--- config.mk ---
export PLATFORM = sky130hd
export DESIGN_NAME = spi_shift_core
export DESIGN_NICKNAME = d
export VERILOG_FILES = /design/src/rtl/spi_shift_core.sv
export SDC_FILE = /design/constraint.sdc
export NUM_CORES = 1
export LEC_CHECK = 0
export BUFFER_PORTS_ARGS = -buffer_cell sky130_fd_sc_hd__buf_2
export CAP_MARGIN = 10
export CORE_MARGIN = 5
export CORE_UTILIZATION = 55
export CTS_CLUSTER_DIAMETER = 150
export DETAILED_ROUTE_END_ITERATION = 8
export PLACE_DENSITY = 0.86
export SLEW_MARGIN = 10
export SYNTH_ARGS = -nofsm -noshare
export SYNTH_HDL_FRONTEND = slang
export SYNTH_SLANG_ARGS = --single-unit
export TNS_END_PERCENT = 5
--- constraint.sdc ---
create_clock -name pclk -period 4.2 [get_ports pclk]
set_input_delay 1.26 -clock pclk [delete_from_list [all_inputs] [get_ports pclk]]
set_output_delay 1.26 -clock pclk [all_outputs]
set_load 0.05 [all_outputs]
--- src/rtl/spi_shift_core.sv ---
// spi_shift_core: master-mode SPI serial engine.
//
// Generates the baud clock sclk from pclk, drives ss/mosi, shifts in miso and
// returns the received word on miso_data together with a one-cycle
// receive_data pulse. Slave mode is not supported; mstr=0 keeps the block idle
// and aborts a running transfer.
//
// Ports:
//   pclk, preset_n        system clock, asynchronous active-low reset
//   mstr, cpol, cpha      master enable, clock polarity, clock phase
//   lsbfe, spiswai        LSB-first enable, stop-in-wait enable
//   sppr, spr             baud prescaler / rate select: half = (sppr+1) << spr
//   spi_mode              00 run, 01 wait, 10 stop
//   send_data, mosi_data  start request and word to transmit
//   miso                  serial input
//   sclk, mosi, ss        serial clock, serial output, slave select (active-low)
//   tip                   transfer in progress
//   receive_data          one-cycle pulse when a word completes
//   miso_data             last received word
module spi_shift_core #(
  parameter int DATA_W = 8
) (
  input  logic              pclk,
  input  logic              preset_n,
  input  logic              mstr,
  input  logic              cpol,
  input  logic              cpha,
  input  logic              lsbfe,
  input  logic              spiswai,
  input  logic [2:0]        sppr,
  input  logic [2:0]        spr,
  input  logic [1:0]        spi_mode,
  input  logic              send_data,
  input  logic [DATA_W-1:0] mosi_data,
  input  logic              miso,
  output logic              sclk,
  output logic              mosi,
  output logic              ss,
  output logic              tip,
  output logic              receive_data,
  output logic [DATA_W-1:0] miso_data
);

  localparam int EDGES = 2 * DATA_W;
  localparam int EW    = $clog2(EDGES + 1);

  typedef enum logic [1:0] {IDLE, XFER, DONE} state_t;

  state_t            state;
  logic [10:0]       baud_cnt;
  logic [10:0]       half_q;
  logic [EW-1:0]     edge_cnt;
  logic [DATA_W-1:0] tx_sh;
  logic [DATA_W-1:0] rx_sh;
  logic              cpha_q;
  logic              lsbfe_q;

  logic              freeze;
  logic [10:0]       half_in;
  logic              baud_wrap;
  logic [EW-1:0]     next_edge;
  logic              do_sample;
  logic              do_drive;

  function automatic logic first_bit(input logic [DATA_W-1:0] d, input logic lsb);
    return lsb ? d[0] : d[DATA_W-1];
  endfunction

  function automatic logic [DATA_W-1:0] shift_tx(input logic [DATA_W-1:0] d,
                                                 input logic lsb);
    return lsb ? {1'b0, d[DATA_W-1:1]} : {d[DATA_W-2:0], 1'b0};
  endfunction

  // LSB-first words enter at the top so the first bit received ends in bit 0.
  function automatic logic [DATA_W-1:0] shift_rx(input logic [DATA_W-1:0] d,
                                                 input logic lsb,
                                                 input logic b);
    return lsb ? {b, d[DATA_W-1:1]} : {d[DATA_W-2:0], b};
  endfunction

  always_comb begin
    freeze    = (spi_mode == 2'b10) || (spi_mode == 2'b01 && spiswai);
    half_in   = ({8'd0, sppr} + 11'd1) << spr;
    baud_wrap = (baud_cnt == half_q - 11'd1);
    next_edge = edge_cnt + EW'(1);
    // Odd edge numbers are leading edges.
    do_sample = baud_wrap && (cpha_q ? !next_edge[0] : next_edge[0]);
    do_drive  = baud_wrap && (cpha_q ? next_edge[0]
                                     : (!next_edge[0] && next_edge != EW'(EDGES)));
  end

  always_ff @(posedge pclk or negedge preset_n) begin
    if (!preset_n) begin
      state        <= IDLE;
      baud_cnt     <= '0;
      half_q       <= 11'd1;
      edge_cnt     <= '0;
      tx_sh        <= '0;
      rx_sh        <= '0;
      cpha_q       <= 1'b0;
      lsbfe_q      <= 1'b0;
      sclk         <= 1'b0;
      mosi         <= 1'b0;
      ss           <= 1'b1;
      tip          <= 1'b0;
      receive_data <= 1'b0;
      miso_data    <= '0;
    end else begin
      // receive_data is a pulse even if a freeze follows the completing cycle.
      receive_data <= 1'b0;
      if (!freeze) begin
        case (state)
          IDLE: begin
            ss   <= 1'b1;
            tip  <= 1'b0;
            sclk <= cpol;
            if (send_data && mstr) begin
              state    <= XFER;
              ss       <= 1'b0;
              tip      <= 1'b1;
              cpha_q   <= cpha;
              lsbfe_q  <= lsbfe;
              half_q   <= half_in;
              baud_cnt <= '0;
              edge_cnt <= '0;
              rx_sh    <= '0;
              if (!cpha) begin
                mosi  <= first_bit(mosi_data, lsbfe);
                tx_sh <= shift_tx(mosi_data, lsbfe);
              end else begin
                tx_sh <= mosi_data;
              end
            end
          end
          XFER: begin
            if (!mstr) begin
              state <= IDLE;
              ss    <= 1'b1;
              tip   <= 1'b0;
              sclk  <= cpol;
            end else if (baud_wrap) begin
              baud_cnt <= '0;
              sclk     <= ~sclk;
              edge_cnt <= next_edge;
              if (do_sample) rx_sh <= shift_rx(rx_sh, lsbfe_q, miso);
              if (do_drive) begin
                mosi  <= first_bit(tx_sh, lsbfe_q);
                tx_sh <= shift_tx(tx_sh, lsbfe_q);
              end
              if (next_edge == EW'(EDGES)) state <= DONE;
            end else begin
              baud_cnt <= baud_cnt + 11'd1;
            end
          end
          DONE: begin
            miso_data    <= rx_sh;
            receive_data <= 1'b1;
            ss           <= 1'b1;
            tip          <= 1'b0;
            state        <= IDLE;
          end
          default: state <= IDLE;
        endcase
      end
    end
  end

endmodule

# After elaboration in Yosys (flattened, before gate mapping)
# Cells that the tools add are included.
[classes]
mul = 0
shifts = 1
eq_ne = 16
reduce_logical = 20
n_div = 0
muxes = 48
add_sub_neg = 4
n_lt_le_gt_ge = 0
bitwise_logic = 2
[ops]
columns = ["op", "n"]
rows = [
  ["8-bit 2-to-1 mux", 12],
  ["11-bit 2-to-1 mux", 3],
  ["8-bit one-hot mux with 2 select lines", 2],
  ["11-bit one-hot mux with 2 select lines", 1],
  ["1-bit 2-to-1 mux", 17],
  ["5-bit 2-to-1 mux", 3],
  ["2-bit inequality test (second input constant)", 7],
  ["6-bit AND reduction", 2],
  ["11-bit by 1-bit adder with 11-bit output (second input constant)", 1],
  ["11-bit == test", 1],
  ["4-bit by 3-bit left shift with 11-bit output", 1],
  ["11-bit by 1-bit subtractor with 11-bit output (second input constant)", 1],
  ["5-bit one-hot mux with 2 select lines", 1],
  ["3-bit AND reduction", 3],
  ["2-bit 2-to-1 mux", 4],
  ["4-bit AND reduction", 2],
  ["7-bit AND reduction", 1],
  ["3-bit inequality test (second input constant)", 2],
  ["1-bit one-hot mux with 3 select lines", 2],
  ["5-bit by 1-bit adder with 5-bit output (second input constant)", 1],
  ["5-bit == test (second input constant)", 1],
  ["1-bit logical AND", 5],
  ["5-bit inequality test (second input constant)", 1],
  ["5-bit AND reduction", 1],
  ["12 further kinds", 16],
]
[totals]
register_bits = 60
mem_bits_ro = 0
latchBits = 0
elab_cells = 105
output_inout_bits = 13
ramBits = 0
memories = 0

# Longest topological paths before layout
[logic_depth]
ltp_word = 9
ltp_mapped = 13

# Worst setup path before layout
# Ideal clock, no wire load.
[synth_path]
kind = "input to register"
startpoint = "in spi_mode[1]"
endpoint = "reg rx_sh[0]"
setup_ns = 0.126
n_path_buf = 3
path_slack_ns = 1.166
arrival_time_ns = 2.908
path_stages = 8
cell_sequence = "mux2_2 > and3_1 > clkbuf_1 > nand4_1 > or4_4 > buf_6 > buf_8 > a221o_1"
[synth_between]
elab_chain_cells = 5
word_cells_on_any_way = 6
cone_classes = "2 x eq/ne; 1 x bitwise; 3 x reduce/logical"
[synth_rtl]
columns = ["item", "line", "rtl"]
rows = [
  ["from (decl)", "32", "input logic [1:0] spi_mode,"],
  ["2-bit by 1-bit == test with 1-bit output", "82", "freeze = (spi_mode == 2'b10) || (spi_mode == 2'b01 && spiswai);"],
  ["1-bit logical AND", "82", ""],
  ["1-bit logical OR *", "82", ""],
  ["1-bit inverter (no line) *", "n/a", ""],
  ["6-bit AND reduction (no line) *", "n/a", ""],
  ["to (signal assigned)", "145", "if (do_sample) rx_sh <= shift_rx(rx_sh, lsbfe_q, miso);"],
  ["to (decl)", "54", "logic [DATA_W-1:0] rx_sh;"],
]
# Every way passes the cells marked *; elsewhere a longest branch is shown, timed or not.
# A chain may end at the register's enable or synchronous reset.

# Worst setup path in the final report
[layout_path]
startpoint = "reg state[1]"
endpoint = "reg tx_sh[4]"
[layout_between]
elab_chain_cells = 3
word_cells_on_any_way = 9
cone_classes = "5 x eq/ne; 1 x mux; 3 x reduce/logical"
[layout_rtl]
columns = ["item", "line", "rtl"]
rows = [
  ["from (decl)", "49", "state_t state;"],
  ["from (signal assigned)", "94", "state <= IDLE;"],
  ["from (signal assigned)", "118", "state <= XFER;"],
  ["from (signal assigned)", "137", "state <= IDLE;"],
  ["2-bit by 1-bit == test with 1-bit output / 2-bit zero test (equally long branches)", "112", "case (state)"],
  ["2-bit inequality test (no line) / 2-bit nonzero test (equally long branches)", "n/a", ""],
  ["6-bit AND reduction (no line)", "n/a", ""],
  ["to (signal assigned)", "129", "tx_sh <= shift_tx(mosi_data, lsbfe);"],
  ["to (signal assigned)", "131", "tx_sh <= mosi_data;"],
  ["to (signal assigned)", "148", "tx_sh <= shift_tx(tx_sh, lsbfe_q);"],
  ["to (decl)", "53", "logic [DATA_W-1:0] tx_sh;"],
]
# Parallel ways exist; a longest one is shown, timed or not.

==> summary.md <==
| Metric | Value |
|---|---|
| Drt wl/cell | 15.5 um |
| Seq/Total Area, Yosys | 0.392 |
| Synth Register Bits | 60 |
| ANT nets after route | 0 |
| Fillers | ~560 |
| Post-DP HPWL | 5950 um |
| Layout cells sized above 1 | 0.206 |
| Final Cycle Share | 0.754 |
| Cts hold-fix bufs | 0 |
| Worst vdd ir | around 0.32 mV |
| GRT Util Overall | 0.199 |
| Max Root-Sink Buffers | 2 |
| CTS Buf Count | 9 |
| Yosys cell types | between 50 and 60 |
| Layout Utilization | 0.626 |
| Worst Path Required | 4.42 ns |
| Number of flops mapped to enable cells by yosys | 0 |
| Layout Nets | between 400 and 500 |
| Fin. Hold Viols | 0 |
| Int Pwr | 1.43 mW |
| Fin Setup TNS | 0 ns |
| Logic pwr share | 0.413 |
| Hold WC Path Type | reg -> reg |
| Die W | 93.5 um |
| Maximum clock rate | 316 MHz |
| H-tree levels | 3 |
| # setup viols final | 0 |
| First-pass GRT wire length | 13900 um |
| Critical-path maximum fanout | 36 |
| Cells after synthesis | between 400 and 500 |
| Root buf cell | clkbuf_8 |
| Outcome | complete, no violations |
| Post-CTS Resized | 0 |
| Syn nets | 442 |
| Slack of the worst reg-to-reg path | 1.03 ns |
| Setup crit start kind | flop |
| Clock slew at reported path FFs | approximately 0.07 ns |
| Largest net degree at the start of global routing | 40 |
| RSZ-0062 raised after global routing | no |
| Drt via density | 5.91 |
| Clk_lat worst skew | 0.35 ns |
| Core area | 6790 um2 |
| WP data arrival | ~3.4 ns |
| Antenna diode count | 0 |
| Crit. End Element | flop |
| Clock skew | 0.0130 ns |
| Leakage | 1.91 nW |
| PortBufs | 37 |
| DRC Markers | 0 |
| Initial core utilization | 0.565 |
| DRT iter0 DRCs | 177 |
| Number of antenna violations at the first check in global routing | 0 |
| GP Congestion | 0.981 |
| Power density cells | 579 nW/um2 |
| Rel. slew slack | 0.418 |
| IO Pins | 38 |
| Seq pwr share | 0.375 |
| Sw Pwr | roughly 1.0 mW |
| Area of the mapped netlist | 3840 um2 |
| Max-cap violations | 0 |
| CTS tree | done |
| Sw frac | 0.420 |
| Area growth, synth to finish | 10.9% |
| Main synth FF type | dfrtp_1 |
| Die area | 8750 um2 |
| Final Slew Violations | 0 |
| TritonCTS sink count | 60 |
| Synth Area per Inst | about 9.4 um2 |
| Detailed-route via count | 3176 |
| Worst slew pin tran | 0.873 ns |
| GRT Residual Overflow | 0 |
| Routed WL | 8320 um |
| Rows | 30 |
| FFs w/ async S/R, synth | 1.00 |
| Kind of critical path | reg -> reg |
| Post-CTS setup buffers | 0 |
| Vias in the first global route | 2986 |
| Min Tclk post-route | 3.17 ns |
| Clock share of power | 0.212 |
| Pre-Repair DR Iteration Count | 5 |
| Die Y | 93.5 um |
| Ys Warns | 0 |
## power by group through the flow
stage	Combinational [mW]	Clock [mW]	Sequential (mW)
after floorplan	0.817	0	0.880
after global placement	0.970	0	0.913
after detailed placement	1.00	0	0.926
after CTS	1.01	0.532	0.918
after global routing	1.12	0.557	0.943
final	1.02	0.522	0.923
## cell type report
class                           count  area, um2  area share
Clock buffer                        9        124      0.0291
Clock inverter                      7       73.8      0.0173
Inverter                            9       33.8     0.00794
Multi-Input combinational cell    315       2180       0.513
Sequential cell                    60       1500       0.353
Tap cell                           96        120      0.0282
Timing Repair Buffer               41        215      0.0506
## cell families after synthesis
group / synth area share
xor+xnor: 0.0502
mux: 0.125
compound gates: 0.160
fa+ha+maj: 0.0261
flops: 0.392
buf+inv: 0.0391
simple gates: 0.208
## flip-flops by register name, indices dropped and copies added (netlist names)
signal / flops
tx_sh: 8
cpha_q: 1
receive_data: 1
half_q: 11
rx_sh: 8
miso_data: 8
baud_cnt: 11
state: 2
sclk: 1
mosi: 1
tip: 1
ss: 1
lsbfe_q: 1
edge_cnt: 5
## layout by cell type (no fill, tap or decap), drive strengths merged, types with 5 or more instances in the layout
| master | synthesis | routed |
|---|---|---|
| nor3 | 19 | 19 |
| ha | 8 | 8 |
| o211ai | 5 | 5 |
| mux2i | 23 | 23 |
| o21ai | 18 | 18 |
| a22o | 5 | 5 |
| inv | 9 | 11 |
| nand3 | 9 | 9 |
| clkbuf | 21 | 9 |
| xnor2 | 13 | 13 |
| nand4 | 6 | 6 |
| a21oi | 19 | 19 |
| nor4 | 5 | 5 |
| nor2 | 39 | 39 |
| xor2 | 9 | 9 |
| a221o | 8 | 8 |
| dfrtp | 58 | 58 |
| nand2 | 37 | 37 |
| buf | 4 | 41 |
| a31oi | 7 | 7 |
| mux2 | 22 | 22 |
| a211oi | 8 | 8 |
| and3 | 5 | 5 |
| and2 | 9 | 9 |
## synth_stat cells, drive strengths merged, types with 4 or more instances
library cell,count,share of area
nor3b,4,0.0078
a221o,8,0.021
dfrtp,58,0.38
o31ai,4,0.0078
xnor2,13,0.030
nor2,39,0.039
nand4,6,0.0098
inv,9,0.0088
nor4,5,0.0098
and2,9,0.015
mux2i,23,0.060
nand2,37,0.036
a31oi,7,0.015
nand3,9,0.012
a21oi,19,0.025
clkbuf,21,0.021
a211oi,8,0.016
mux2,22,0.065
ha,8,0.026
nor3,19,0.029
and3,5,0.0081
o211ai,5,0.0098
o21ai,18,0.023
buf,4,0.0091
a22o,5,0.012
xor2,9,0.021
## worst max-delay path, stage by stage (launching register included)
cell and delay [ns]:
dfrtp_1 0.42, inv_1 0.09, ha_1 0.14, buf_4 0.32, inv_1 0.34, o21ai_0 0.30, nand3_1 0.45, nor3_4 0.58
mux2_2 0.40
## per-stage QoR
stage	worst slack, ns	power [mW]	std cells	hold slack, ns	instance area, um2
after global routing	0.833	2.62	537	0.476	4260
after global placement	1.11	1.88	521	0.448	4060
after CTS	1.06	2.46	537	0.465	4260
final	1.03	2.46	537	0.459	4260
after floorplan	1.17	1.70	409	0.469	3840
after detailed placement	1.05	1.93	521	0.454	4060
## routing by layer
metal,GRT usage,vias to the layer above,part of all wire
met5,0,-,0
met4,0.0614,0,0.014
met2,0.328,90,0.50
met1,0.254,1529,0.43
met3,0.0547,13,0.055
li1,-,1544,-
## worst paths after layout
path | from | endpoint | cells past startpoint
min reg2reg | ss | ss | 2
max | state[1] | tx_sh[4] | 8
max in group asynchronous | preset_n | half_q[7] | 2
min in group asynchronous | preset_n | receive_data | 1
max reg2reg | state[1] | tx_sh[4] | 8
min | ss | ss | 2
(Power assumes the default switching activity.)
